$ cat src/rtl/tdm_output.sv
// tdm_output: TDM transmit serializer.
// Sample pairs enter a small FIFO through valid/ready. One 64-bit frame
// {ch1,16'h0,ch2,16'h0} is shifted out MSB first per 256-mclk period, one bit
// every 4 mclk. Bits change only where cnt256_n[1:0]==0, so each bit is stable
// when the receiver samples it at cnt256_n[1:0]==2.
module tdm_output #(
  parameter int DEPTH         = 4,
  parameter bit UNDERRUN_ZERO = 1'b1
) (
  input  logic                     mclk,
  input  logic                     rst_n,
  input  logic [7:0]               cnt256_n,
  input  logic [15:0]              in_ch1,
  input  logic [15:0]              in_ch2,
  input  logic                     in_valid,
  output logic                     in_ready,
  input  logic                     tx_en,
  output logic                     tdm_out,
  output logic                     underrun,
  input  logic                     underrun_clr,
  output logic [$clog2(DEPTH):0]   fifo_level
);

  localparam int AW = $clog2(DEPTH);
  localparam logic [AW:0]   FULL_L = (AW+1)'(DEPTH);
  localparam logic [AW:0]   ONE_L  = (AW+1)'(1);
  localparam logic [AW-1:0] ONE_P  = AW'(1);

  typedef enum logic [1:0] {S_IDLE, S_WAIT, S_RUN} state_t;

  state_t        state_q, state_d;
  logic [31:0]   mem_q [DEPTH];
  logic [AW-1:0] wr_q, rd_q;
  logic [AW:0]   lvl_q;
  logic [31:0]   last_q;
  logic [63:0]   sh_q;
  logic          und_q;

  logic        frame_start, bit_edge, empty, push;
  logic        pop, load, set_und;
  logic [31:0] head, src_pair;
  logic [63:0] load_frame;

  assign frame_start = (cnt256_n == 8'd0);
  assign bit_edge    = (cnt256_n[1:0] == 2'd0);
  assign empty       = (lvl_q == '0);
  assign in_ready    = (lvl_q != FULL_L);
  assign push        = in_valid & in_ready;
  assign head        = mem_q[rd_q];

  // On underrun the pair sent is either silence or the last popped pair
  assign src_pair   = pop ? head : (UNDERRUN_ZERO ? 32'd0 : last_q);
  assign load_frame = {src_pair[31:16], 16'h0, src_pair[15:0], 16'h0};

  assign tdm_out    = sh_q[63];
  assign underrun   = und_q;
  assign fifo_level = lvl_q;

  // State register
  always_ff @(posedge mclk or negedge rst_n) begin
    if (!rst_n) state_q <= S_IDLE;
    else        state_q <= state_d;
  end

  // Next state plus frame-start decisions (pop / load / underrun)
  always_comb begin
    state_d = state_q;
    pop     = 1'b0;
    load    = 1'b0;
    set_und = 1'b0;
    unique case (state_q)
      S_IDLE: if (tx_en) state_d = S_WAIT;
      S_WAIT: begin
        if (frame_start) begin
          if (!tx_en) state_d = S_IDLE;
          else if (!empty) begin
            state_d = S_RUN;
            pop     = 1'b1;
            load    = 1'b1;
          end
        end
      end
      S_RUN: begin
        if (frame_start) begin
          if (!tx_en) state_d = S_IDLE;
          else begin
            load    = 1'b1;
            pop     = !empty;
            set_und = empty;
          end
        end
      end
      default: state_d = S_IDLE;
    endcase
  end

  // FIFO storage; no reset needed, validity tracked by the level counter
  always_ff @(posedge mclk) begin
    if (push) mem_q[wr_q] <= {in_ch1, in_ch2};
  end

  // FIFO pointers and level; pop reads the head as it was before this edge
  always_ff @(posedge mclk or negedge rst_n) begin
    if (!rst_n) begin
      wr_q  <= '0;
      rd_q  <= '0;
      lvl_q <= '0;
    end else begin
      if (push) wr_q <= wr_q + ONE_P;
      if (pop)  rd_q <= rd_q + ONE_P;
      unique case ({push, pop})
        2'b10:   lvl_q <= lvl_q + ONE_L;
        2'b01:   lvl_q <= lvl_q - ONE_L;
        default: lvl_q <= lvl_q;
      endcase
    end
  end

  // Output shift register; its MSB is the line, cleared whenever not running
  always_ff @(posedge mclk or negedge rst_n) begin
    if (!rst_n) begin
      sh_q   <= '0;
      last_q <= '0;
    end else begin
      if (pop) last_q <= head;
      if (load)
        sh_q <= load_frame;
      else if (bit_edge)
        sh_q <= (state_q == S_RUN && state_d == S_RUN) ? {sh_q[62:0], 1'b0} : '0;
    end
  end

  // Sticky underrun flag; a new underrun beats a same-cycle clear
  always_ff @(posedge mclk or negedge rst_n) begin
    if (!rst_n)            und_q <= 1'b0;
    else if (set_und)      und_q <= 1'b1;
    else if (underrun_clr) und_q <= 1'b0;
  end

endmodule

$ cat config.mk
export PLATFORM = sky130hd
export DESIGN_NAME = tdm_output
export DESIGN_NICKNAME = d
export VERILOG_FILES = /design/src/rtl/tdm_output.sv
export SDC_FILE = /design/constraint.sdc
export NUM_CORES = 1
export LEC_CHECK = 0
export CAP_MARGIN = 20
export CORE_MARGIN = 2
export CORE_UTILIZATION = 50
export DETAILED_ROUTE_END_ITERATION = 8
export GPL_ROUTABILITY_DRIVEN = 0
export PLACE_DENSITY = 0.72
export SETUP_SLACK_MARGIN = 0.3
export SLEW_MARGIN = 40
export SYNTH_ARGS = -nofsm -noshare
export SYNTH_HDL_FRONTEND = slang
export SYNTH_SLANG_ARGS = --single-unit
$ cat constraint.sdc
create_clock -name mclk -period 2.3 [get_ports mclk]
set_input_delay 0.46 -clock mclk [delete_from_list [all_inputs] [get_ports mclk]]
set_output_delay 0.46 -clock mclk [all_outputs]
set_load 0.005 [all_outputs]
# Word-level counts from Yosys, hierarchy flattened
# Memory sizes are Yosys's and may differ from the RTL's.
# Cells that the tools add are included.
[word_totals]
word_cells = 55
ram_bits = 128
ff_bits = 74
memories = 1
inputBits = 45
output_inout_bits = 6
[op_classes]
bitwise = 1
reduce_logical = 9
n_addsub = 4
mux = 28
n_eq_ne = 6
[memory_table]
columns = ["name", "words", "word_bits", "rd", "rd_clocked_by_memory_dff", "wr", "line_no", "source"]
rows = [
  ["mem_q", 4, 32, 1, 0, 1, "32", "logic [31:0] mem_q [DEPTH];"],
]
[op_table]
columns = ["op", "n"]
rows = [
  ["two-way mux 64 bit", 3],
  ["two-way mux 32 bit", 1],
  ["two-way mux 1 bit", 14],
  ["two-way mux 2 bit", 6],
  ["zero test 8 bit", 1],
  ["equality test 2 bit, second input constant", 3],
  ["case mux 2 bit (3 select lines)", 1],
  ["case mux 3 bit (2 select lines)", 1],
  ["nonzero test 2 bit", 3],
  ["adder 2 x 1 -> 2 bit, second input constant", 2],
  ["equality test 2 x 1 -> 1 bit, second input constant", 2],
  ["zero test 2 bit", 2],
  ["case mux 1 bit (2 select lines)", 2],
  ["adder 3 x 1 -> 3 bit, second input constant", 1],
  ["zero test 3 bit", 1],
  ["inequality test 3 bit, second input constant", 1],
  ["subtractor 3 x 1 -> 3 bit, second input constant", 1],
  ["AND 1 bit", 1],
  ["logical AND 1 bit", 1],
  ["zero test 1 bit", 1],
]

# Depth between registers and ports, before layout
[depth]
depth_word = 10
depth_mapped = 10
ltp_nobuf = 9

# Worst setup path before layout
# No wires, ideal clock.
[synth_path]
kind = "input -> register"
from = "in cnt256_n[2]"
to = "reg lvl_q[1], in the netlist fifo_level[1]"
t_required_ns = 2.175
cell_stages = 6
setup_slack_ns = -0.371
setup_ns = 0.125
n_path_buf = 1
arrival_time_ns = 2.546
cell_sequence = "or4_4 nor4_4 buf_2 ha_1 fa_1 mux2_2"
[synth_between]
elab_chain_len = 5
elab_cells_between_ends = 8
cone_classes = "2 x eq/ne; 4 x mux; 2 x reduce/logical"
[synth_rtl]
columns = ["element", "line_no", "source"]
rows = [
  ["start: declaration", "12", "input logic [7:0] cnt256_n,"],
  ["zero test 8 bit *", "44", "assign frame_start = (cnt256_n == 8'd0);"],
  ["two-way mux 1 bit, on equally long branches", "84, 74", ""],
  ["case mux 1 bit (2 select lines) *", "71", "unique case (state_q)"],
  ["via pop", "40", "logic pop, load, set_und;"],
  ["equality test 2 x 1 -> 1 bit or equality test 2 bit (tied branches)", "111", "unique case ({push, pop})"],
  ["case mux 3 bit (2 select lines) or nonzero test 2 bit (tied branches)", "--", ""],
  ["end signal: assignment", "112", "2'b10: lvl_q <= lvl_q + ONE_L;"],
  ["end signal: assignment", "113", "2'b01: lvl_q <= lvl_q - ONE_L;"],
  ["end signal: assignment", "114", "default: lvl_q <= lvl_q;"],
  ["end: declaration", "34", "logic [AW:0] lvl_q;"],
]
# The timed path passes the listed nets; every way through them passes the cells marked *.
# A chain may end at the register's enable or synchronous reset.

# Final worst setup path
[layout_path]
from = "reg state_q[1]"
to = "reg sh_q[58]"
[layout_between]
elab_chain_len = 9
elab_cells_between_ends = 19
cone_classes = "3 x eq/ne; 13 x mux; 3 x reduce/logical"
[layout_rtl]
columns = ["element", "line_no", "source"]
rows = [
  ["start: declaration", "31", "state_t state_q, state_d;"],
  ["start signal: assignment", "62", "else state_q <= state_d;"],
  ["two-way mux 2 bit", "76", "else if (!empty) begin"],
  ["two-way mux 2 bit", "75", "if (!tx_en) state_d = S_IDLE;"],
  ["two-way mux 2 bit", "74", "if (frame_start) begin"],
  ["case mux 2 bit (3 select lines)", "71", ""],
  ["equality test 2 bit", "129", "sh_q <= (state_q == S_RUN && state_d == S_RUN) ? {sh_q[62:0], 1'b0} : '0;"],
  ["logical AND 1 bit", "129", ""],
  ["two-way mux 64 bit", "129", ""],
  ["two-way mux 64 bit", "128", "else if (bit_edge)"],
  ["two-way mux 64 bit", "126", "if (load)"],
  ["end signal: assignment", "127", "sh_q <= load_frame;"],
  ["end signal: assignment", "129", ""],
  ["end: declaration", "36", "logic [63:0] sh_q;"],
]
# Several ways; a longest one is shown, not always the timed one. The select of a mux whose other input is x is not followed.

==> metrics.yaml <==
syn_avg_cell_area_um2: 17.51
synth_edf_count: 128
clock-sinks: 186
coreArea_um2: 15030
clk_pin_slew_worst_paths_ps: 60
synthTopCellsByCount: "edfxtp_1, dfrtp_1, inv_1"
grt_pass1_wl_um: 22270
fin_area_um2: 9703
slew_headroom_pct: 69.60
wirelength_um: 15450
cp-end-kind: "flip-flop"
path_class: "reg2reg"
fin_crit_ps: 2151
cp_slowest_cell: "dfrtp_1"
cp-start-kind: "flip-flop"
first_pass_iters: 4
max_stage_delay_ps: 400
vias: 4220
ys_dominant_reg_cell: "edfxtp_1"
drc: 0
first_iter_violations: 318
port_buffers: 50
ir_drop_v: 0.0006021
post-route-util_pct: 64.54
wl_met2_um: 8163
final_hold_viol_count: 0
nNetsFinal: 583
async_flop_share_pct: 31.18
grt_pass1_vias: 4350
worstPathMaxFanout: 6
setup_viol: 0
antenna_found_initial: 0
synthXorXnorAreaFrac_pct: 0.6914
regArea_um2: 5299
synth_compound_area_share_pct: 11.18
fill_cells: 1003
synth-seq-cells: 186
design.die.area_um2: 16200
ys_top_cells_by_area: "edfxtp_1, dfrtp_1, mux4_2, o31ai_2, a22oi_1"
dp.cells: 674
slew_viol_final: 0
grt_setup_unrepaired: "yes"
yosysTopAreaCellShare_pct: 50.57
h-tree-depth: 4
synthToLayoutAreaGrowth_pct: 27.65
wl_met3_um: 752
hold_path_class: "reg2reg"
drv_cap: 0
ant_nets: 0
synthMuxAreaShare_pct: 9.778
synthSimpleGateAreaFrac_pct: 2.239
cp.arrival_ps: 2470
worst_pin_slew_ps: 456.0
multi_input_area_um2: 2336
synth_cells: 434
wl_per_cell_um: 21.19
viasPerCell: 5.789
tritoncts: "done"
clockBufferDepth: 2
final.period_utilization_pct: 93.51
grt_overflow_total: 0
finalNonFillerCells: 729
cts_buffers: 17
initial_core_util_pct: 50.56
drive_gt1_share_pct: 32.16
crit_chain: "buf_4, buf_6, ha_4, nand3b_1, nor4_4, o211ai_1, buf_4, clkbuf_16, o31ai_2"
routed.top_layer: "met4"
diodes: 0
ys_warn_count: 0
yosys.cell_count.top_type: "edfxtp_1"
fp.dieW_um: 127.3
synth_top_family_by_area: "compound AO/OA/AOI/OAI gates"
cellLeakagePower_nw: 3.351
ctsRootBufferMaster: "clkbuf_16"
synth_adder_area_share_pct: 1.745
netlist-cell-type-count: 38
fmax_mhz: 465.0
synth_nets: 489
met1_length_um: 6245
clk_latency_ps: 420
powerDensity_nw_per_um2: 925.2
syn-cell-area_um2: 7601
grtUsageTotal_pct: 18.12
dpl-instance-area_um2: 8478
synth-seq-area-share_pct: 69.66
ios: 51
cp.required_ps: 2620
row_count: 45
die_h_um: 127.3
yosysTopAreaCell: "edfxtp_1"
final.setup_skew_ps: 6.627
run_status: "finished, final reports clean"
grt_max_degree: 36
post-dp-hpwl_um: 8483
critical_path.most_common_cell: "buf_4"
==> worst max-delay path: cells and delay by family (launching register included) <==
family	cells	cell delay [ps]
buf+inv	4	670
compound gates	2	420
flops	1	400
simple gates	2	400
fa+ha+maj	1	150
==> power breakdown <==
part	total [W]	switching, W	internal [W]
registers	0.00433	0.000174	0.00415
clock network	0.00288	0.00118	0.00170
logic	0.00177	0.00103	0.000737
total	0.00898	0.00239	0.00659
==> registers in the layout, indices dropped and copies added, names as in the netlist <==
register,cells
underrun,1
sh_q,48
wr_q,2
fifo_level,3
mem_q,128
rd_q,2
state_q,2
==> kinds of logic (layout without fill, tap and decap cells) <==
family	Yosys count	in the layout
multiplexers	34	34
AND/OR/NAND/NOR	27	27
flip-flops	186	186
buffers and inverters	80	187
AO/OA/AOI/OAI	91	91
adder cells (fa/ha/maj)	10	10
XOR/XNOR	6	6
==> cells in the final DEF, fill, tap and decap left out, drive strengths merged, types with 3 or more instances in the layout <==
| master | Yosys | routed |
|---|---|---|
| a21oi | 3 | 3 |
| a22oi | 31 | 31 |
| and3 | 4 | 4 |
| buf | 17 | 49 |
| bufinv | 0 | 3 |
| clkbuf | 10 | 26 |
| clkdlybuf4s15 | 0 | 3 |
| clkdlybuf4s50 | 0 | 40 |
| clkinv | 0 | 7 |
| dfrtp | 58 | 58 |
| edfxtp | 128 | 128 |
| ha | 9 | 9 |
| inv | 53 | 55 |
| mux4 | 32 | 32 |
| nand2 | 4 | 4 |
| nor2 | 7 | 7 |
| o31ai | 32 | 32 |
| o32ai | 17 | 17 |
| xnor2 | 4 | 4 |
==> metrics by stage <==
stage	hold WS (ps)	total power [W]	TNS, ps	worst slack (ps)
2_1_floorplan	164.4	0.005232	-317.9	-249.8
3_3_place_gp	426.1	0.005768	-18790	-474.9
3_5_place_dp	432.8	0.005828	-19830	-509.0
4_1_cts	519.1	0.008785	0	209.5
5_1_grt	541.5	0.009346	0	84.67
6_report	522.0	0.008978	0	149.2
==> cell type report <==
type | count | share of cell area, %
flip-flops and latches | 186 | 54.61
multi-input cells | 168 | 24.07
repair buffers | 102 | 10.83
clock buffers | 19 | 4.462
well taps | 188 | 2.424
inverters | 53 | 2.050
clock inverters | 13 | 1.547
==> path summary, 6_finish.rpt <==
check                           end  slack (ps)       start  cells after the start
setup / recovery           sh_q[58]         150  state_q[1]                      9
hold / removal             sh_q[49]         520    sh_q[49]                      2
setup reg to reg           sh_q[58]         150  state_q[1]                      9
hold reg to reg            sh_q[49]         520    sh_q[49]                      2
max in group asynchronous   rd_q[0]        1100       rst_n                      3
min in group asynchronous  sh_q[38]         540       rst_n                      2
==> routing by layer <==
layer / vias up / track usage, %
met3: 22 / 3.727
li1: 1882 / -
met2: 118 / 30.61
met4: 0 / 6.852
met5: - / 0
met1: 2198 / 23.38
==> repair_timing <==
action                     4_1_cts  5_1_grt
buffers inserted                 6        9
hold buffers                     1        0
setup endpoints to repair       53       51
resized for setup               35       46
pin swaps                        8       11
hold endpoints to repair        15        0
cloned                           1        6
(Power assumes the default switching activity.)
